File: src/rtl/dtg_param.sv
// Parametrised VGA display timing generator clocked from sysclk with an internal pixel-enable divider.
// Optional define DTG_PIPE_ALIGN_EN delays syncs and video_on by one extra pixel period.
module dtg_param #(
    parameter int       H_ACTIVE    = 640,
    parameter int       H_FP        = 16,
    parameter int       H_SYNC      = 96,
    parameter int       H_BP        = 48,
    parameter int       V_ACTIVE    = 480,
    parameter int       V_FP        = 10,
    parameter int       V_SYNC      = 2,
    parameter int       V_BP        = 33,
    parameter logic     SYNC_POL    = 1'b0,
    parameter int       CLK_DIV     = 4,
    parameter int       CNT_W       = 10,
    parameter int       SCALE_SHIFT = 2
) (
    input  logic             clk,
    input  logic             rst,
    input  logic             en,
    output logic             horiz_sync,
    output logic             vert_sync,
    output logic             video_on,
    output logic             pix_en,
    output logic [CNT_W-1:0] pixel_column,
    output logic [CNT_W-1:0] pixel_row,
    output logic [CNT_W-1:0] col_scaled,
    output logic [CNT_W-1:0] row_scaled,
    output logic             line_start,
    output logic             frame_start,
    output logic [7:0]       frame_count
);
    localparam int H_TOTAL = H_ACTIVE + H_FP + H_SYNC + H_BP;
    localparam int V_TOTAL = V_ACTIVE + V_FP + V_SYNC + V_BP;
    localparam int H_SS    = H_ACTIVE + H_FP;
    localparam int H_SE    = H_SS + H_SYNC;
    localparam int V_SS    = V_ACTIVE + V_FP;
    localparam int V_SE    = V_SS + V_SYNC;
    localparam int DIV_W   = 5;

    logic [DIV_W-1:0] div_q, div_d;
    logic [CNT_W-1:0] col_q, col_d, row_q, row_d;
    logic [CNT_W-1:0] colsc_q, rowsc_q;
    logic [7:0]       fc_q, fc_d;
    logic             hs_q, hs_d, vs_q, vs_d, vid_q, vid_d;
    logic             pix_q, ls_q, ls_d, fs_q, fs_d;
    logic             tick, col_wrap, row_wrap;

    assign tick     = en && (div_q == DIV_W'(CLK_DIV - 1));
    assign col_wrap = (col_q == CNT_W'(H_TOTAL - 1));
    assign row_wrap = (row_q == CNT_W'(V_TOTAL - 1));

    // Next counter values; zone decode uses them so outputs register alongside the counters.
    always_comb begin
        div_d = div_q;
        col_d = col_q;
        row_d = row_q;
        fc_d  = fc_q;
        if (en) begin
            div_d = tick ? '0 : div_q + DIV_W'(1);
        end
        if (tick) begin
            if (col_wrap) begin
                col_d = '0;
                if (row_wrap) begin
                    row_d = '0;
                    fc_d  = fc_q + 8'd1;
                end else begin
                    row_d = row_q + CNT_W'(1);
                end
            end else begin
                col_d = col_q + CNT_W'(1);
            end
        end
        hs_d  = (col_d >= CNT_W'(H_SS) && col_d < CNT_W'(H_SE)) ? SYNC_POL : ~SYNC_POL;
        vs_d  = (row_d >= CNT_W'(V_SS) && row_d < CNT_W'(V_SE)) ? SYNC_POL : ~SYNC_POL;
        vid_d = (col_d < CNT_W'(H_ACTIVE)) && (row_d < CNT_W'(V_ACTIVE));
        ls_d  = tick && col_wrap;
        fs_d  = tick && col_wrap && row_wrap;
    end

    always_ff @(posedge clk or negedge rst) begin
        if (!rst) begin
            div_q   <= '0;
            col_q   <= '0;
            row_q   <= '0;
            colsc_q <= '0;
            rowsc_q <= '0;
            fc_q    <= '0;
            hs_q    <= ~SYNC_POL;
            vs_q    <= ~SYNC_POL;
            vid_q   <= 1'b0;
            pix_q   <= 1'b0;
            ls_q    <= 1'b0;
            fs_q    <= 1'b0;
        end else begin
            div_q <= div_d;
            pix_q <= tick;
            ls_q  <= ls_d;
            fs_q  <= fs_d;
            if (tick) begin
                col_q   <= col_d;
                row_q   <= row_d;
                colsc_q <= col_d >> SCALE_SHIFT;
                rowsc_q <= row_d >> SCALE_SHIFT;
                fc_q    <= fc_d;
                hs_q    <= hs_d;
                vs_q    <= vs_d;
                vid_q   <= vid_d;
            end
        end
    end

`ifdef DTG_PIPE_ALIGN_EN
    // Extra pixel-period stage so syncs line up with a registered colour lookup.
    logic hs_p_q, vs_p_q, vid_p_q;

    always_ff @(posedge clk or negedge rst) begin
        if (!rst) begin
            hs_p_q  <= ~SYNC_POL;
            vs_p_q  <= ~SYNC_POL;
            vid_p_q <= 1'b0;
        end else if (tick) begin
            hs_p_q  <= hs_q;
            vs_p_q  <= vs_q;
            vid_p_q <= vid_q;
        end
    end

    assign horiz_sync = hs_p_q;
    assign vert_sync  = vs_p_q;
    assign video_on   = vid_p_q;
`else
    assign horiz_sync = hs_q;
    assign vert_sync  = vs_q;
    assign video_on   = vid_q;
`endif

    // Strobes are forced low in any clock where the generator is paused.
    assign pix_en       = pix_q & en;
    assign line_start   = ls_q & en;
    assign frame_start  = fs_q & en;
    assign pixel_column = col_q;
    assign pixel_row    = row_q;
    assign col_scaled   = colsc_q;
    assign row_scaled   = rowsc_q;
    assign frame_count  = fc_q;
endmodule
File: config.mk
export PLATFORM = sky130hd
export DESIGN_NAME = dtg_param
export DESIGN_NICKNAME = d
export VERILOG_FILES = /design/src/rtl/dtg_param.sv
export SDC_FILE = /design/constraint.sdc
export NUM_CORES = 1
export LEC_CHECK = 0
export ABC_CLOCK_PERIOD_IN_PS = 2300
export CAP_MARGIN = 10
export CORE_MARGIN = 10
export CORE_UTILIZATION = 49
export CTS_CLUSTER_SIZE = 24
export DETAILED_ROUTE_END_ITERATION = 8
export PLACE_DENSITY = 0.8
export SLEW_MARGIN = 40
export SYNTH_ARGS = -nofsm -noshare
export SYNTH_HDL_FRONTEND = slang
export SYNTH_SLANG_ARGS = --single-unit
File: constraint.sdc
create_clock -name clk -period 2.3 [get_ports clk]
set_input_delay 0.345 -clock clk [delete_from_list [all_inputs] [get_ports clk]]
set_output_delay 0.345 -clock clk [all_outputs]
set_load 0.02 [all_outputs]
==> results by group <==
Route
  – Vias per cell: ~5.4
  – Post-route ant nets: 0
  – Via count: 1847
  – DRC viols: 0
  – Wire per inst: 16.4 µm
  – Starting DRT DRC Count: roughly 170
  – DR pass1 iterations: 4
  – Drt total wl: between 5000 and 6000 µm

Global route
  – GRT busiest layer: met2
  – Global routing usage on met3: around 6.6%
  – Met2 Use GR: between 20% and 30%
  – First-pass GRT wire length: about 9100 µm
  – Initial antenna violation count: 0
  – Maximum number of pins on one net before global-route repair: 40
  – GRT Util Overall: 14.7%
  – Vias in the first global route: 1901
  – Total grt overflow: 0
  – Met1 usage: 17.2%

Timing
  – Relative slew slack: around 66%
  – Final Hold Fails: 0
  – RSZ-0062 raised after global routing: yes
  – Clk_skew: 0.0119 ns
  – Worst setup margin: 0.00974 ns
  – Tcrit/Tclk final: between 90% and 100%
  – Setup violators final: 0
  – Max Slew Vio Count: 0
  – Slew at the pin closest to its max-slew limit: 0.511 ns
  – Achievable Freq: 437 MHz
  – Tmin final: 2.29 ns

Floorplan
  – Die area: around 7600 µm²
  – Top Ports: 57
  – Die span in y: 87.3 µm
  – Core footprint: 4380 µm²
  – Chip width: 87.3 µm
  – # rows: 24
  – Initial core utilization: 50.6%

Yosys
  – Multiplexer area fraction after synthesis: under 10%
  – Cells after Synth: 220
  – Main synth FF type: dfrtp_1
  – Number of synthesized flops with an enable pin: 0
  – Register area share after synthesis: 44.1%
  – Seq cells post-synth: 39
  – Mapped Area: 2220 µm²
  – Avg Cell Area, Syn: 10.1 µm²
  – Xor and xnor fraction of the mapped netlist area: 7.10%
  – Post-Synth Simple-Gate Area: 24.1%
  – Async SR Flop Fraction: 100%
  – Unique masters post-synth: 50
  – Largest family of logic cells by synthesized area: simple AND/OR/NAND/NOR gates
  – Yosys warns: 0
  – Adder-Cell Fraction of Synth Area: 2.82%
  – Compound-Gate Fraction of Synth Area: 8.96%

Power
  – VDD IR-drop max: about 0.35 mV
  – Clock share of power: between 30% and 40%
  – Comb pwr share: 25.4%
  – Seq pwr share: between 40% and 50%
  – Total design power: about 1.9 mW
  – Power Internal: between 1 and 1.5 mW
  – Leakage Power: 1.34 nW
  – Sw frac: 28.5%
  – Psw: 0.535 mW
  – PwrDens: 630 nW/µm²

Layout
  – Post-layout nets: 294
  – Share of cells above drive strength 1: approximately a fifth
  – # diodes: 0
  – Fin cells: about 340
  – Syn-to-layout area delta: 34.4%
  – Cell area after layout: around 3000 µm²

Worst setup path
  – Critical path data required time: between 2 and 2.5 ns
  – FF-to-FF path depth: 9
  – CP endpoint kind: flop
  – Origin of the critical flop-to-flop path: pixel_column[0]
  – Critical Path AT: about 2.5 ns
  – Worst-path fanout max: 6
  – Setup crit start kind: flop
  – Reg2reg setup slack: 0.01 ns
  – Reg2reg end: video_on
  – Worst Setup EP: video_on
  – Setup CP Type: flop to flop
  – CP Launch Point: pixel_column[0]

Clocking
  – H-tree levels: 2
  – Clock root buffer: clkbuf_8
  – Largest buffer count on any clock path: 2
  – Clk sinks: 39
  – Reg clk slew, reported paths: 0.08 ns
  – CTS Buf Count: 5
  – CTS tree: yes
  – Latest clock arrival within the worst-skew pair: 0.30 ns

Placed design
  – # port buffers: 52
  – Final HPWL DP: 4010 µm
  – Routability cong.: 0.837
  – Placed Cells: 327
  – DP Area: 2810 µm²
  – Worst slack, placed: -0.111 ns

Min path
  – Hold/Removal Path Class: primary input to asynchronous set/reset pin

Outcome
  – Status: finished clean

Job
  – Max Cap Viol: 0
==> placed cells by master (no fill, tap or decap), drive strengths merged, types with 2 or more instances in the layout <==
master,n
o31ai,3
a31oi,5
clkdlybuf4s50,51
and3,3
nor2b,2
mux2,3
dfrtp,37
nand2,26
nor3,2
conb,4
xnor2,12
nand4,9
buf,32
and3b,2
dfstp,2
nor2,11
inv,6
xor2,6
and2,7
or3,2
or4b,2
a21oi,2
o21ai,11
nor4,3
ha,5
clkbuf,6
nor4b,2
nand3,14
==> critical path, stage by stage, from the launching register on <==
cell,delay (ns)
dfrtp_2,0.42
ha_1,0.21
and3_2,0.25
nand4_2,0.12
buf_6,0.14
clkinvlp_4,0.16
a31oi_2,0.24
a21oi_2,0.06
or3_1,0.32
a32o_1,0.25
==> sequential cells by signal (all words and copies together), names as in the netlist, 5 cells and up <==
signal,cells
div_q,5
pixel_row,10
pixel_column,10
frame_count,8
==> metrics by stage <==
stage,util [%],setup TNS (ns),hold slack (ns)
after floorplan,-,0,0.0494
after global placement,64.0,-0.0718,0.424
after detailed placement,64.0,-0.204,0.426
after CTS,66.7,0,0.108
after global routing,68.0,-0.0570,0.137
final,68.0,0,0.0920
==> routing by layer <==
metal	vias to the layer above	routed length [µm]
met5	-	0
met4	0	66
met3	10	577
met2	68	2680
met1	886	2220
li1	883	-
==> cells in the mapped netlist (2+ instances only) <==
library cell / instances / area (µm²)
dfrtp_1: 37 / 926
o31ai_1: 3 / 22.5
clkbuf_8: 2 / 27.5
xnor2_1: 12 / 105
nor2b_1: 2 / 12.5
and3_1: 2 / 12.5
nor4_1: 2 / 12.5
buf_4: 21 / 158
buf_6: 3 / 33.8
dfstp_2: 2 / 52.6
or3_1: 2 / 12.5
nor2_1: 11 / 41.3
nand3_1: 13 / 65.1
inv_1: 7 / 26.3
xor2_1: 6 / 52.6
mux2_2: 3 / 33.8
ha_1: 5 / 62.6
a21oi_1: 2 / 10.0
nand2_1: 26 / 97.6
nand4_1: 8 / 50.1
a31oi_1: 5 / 31.3
o21ai_0: 11 / 55.1
nor3_1: 2 / 10.0
and2_1: 7 / 43.8
==> repair_timing <==
action,4_1_cts,5_1_grt
hold buffers,0,0
resized for setup,0,8
buffers inserted,0,4
endpoints found under the setup margin,0,3
==> power groups by stage <==
stage / logic, mW / clock network, mW / registers (mW)
6_report: 0.477 / 0.600 / 0.801
5_1_grt: 0.530 / 0.643 / 0.807
2_1_floorplan: 0.195 / 0 / 0.864
3_5_place_dp: 0.421 / 0 / 0.824
4_1_cts: 0.422 / 0.604 / 0.810
3_3_place_gp: 0.406 / 0 / 0.816
==> kinds of logic after synthesis <==
kind of cell | Yosys count
AND/OR/NAND/NOR | 90
flip-flops | 39
buffers and inverters | 34
AO/OA/AOI/OAI | 30
XOR/XNOR | 18
adder cells (fa/ha/maj) | 5
multiplexers | 3
other | 1
==> worst min-delay path by stage <==
stage | from | to | slack, ns
finish | rst | pixel_column[4] | 0.09
global route | rst | div_q[3] | 0.14
CTS | rst | pixel_column[6] | 0.11
detailed placement | rst | pixel_column[6] | 0.43
global placement | rst | pixel_column[6] | 0.42
floorplan | rst | div_q[0] | 0.05
==> final cells by class <==
type | count | area [µm²]
fillers | 343 | 1400
multi-input cells | 150 | 1020
flip-flops and latches | 39 | 982
repair buffers | 83 | 764
clock buffers | 6 | 82.6
well taps | 52 | 65.1
clock inverters | 2 | 35.0
inverters | 7 | 30.0
No activity file was read; power rests on OpenSTA's default activity.
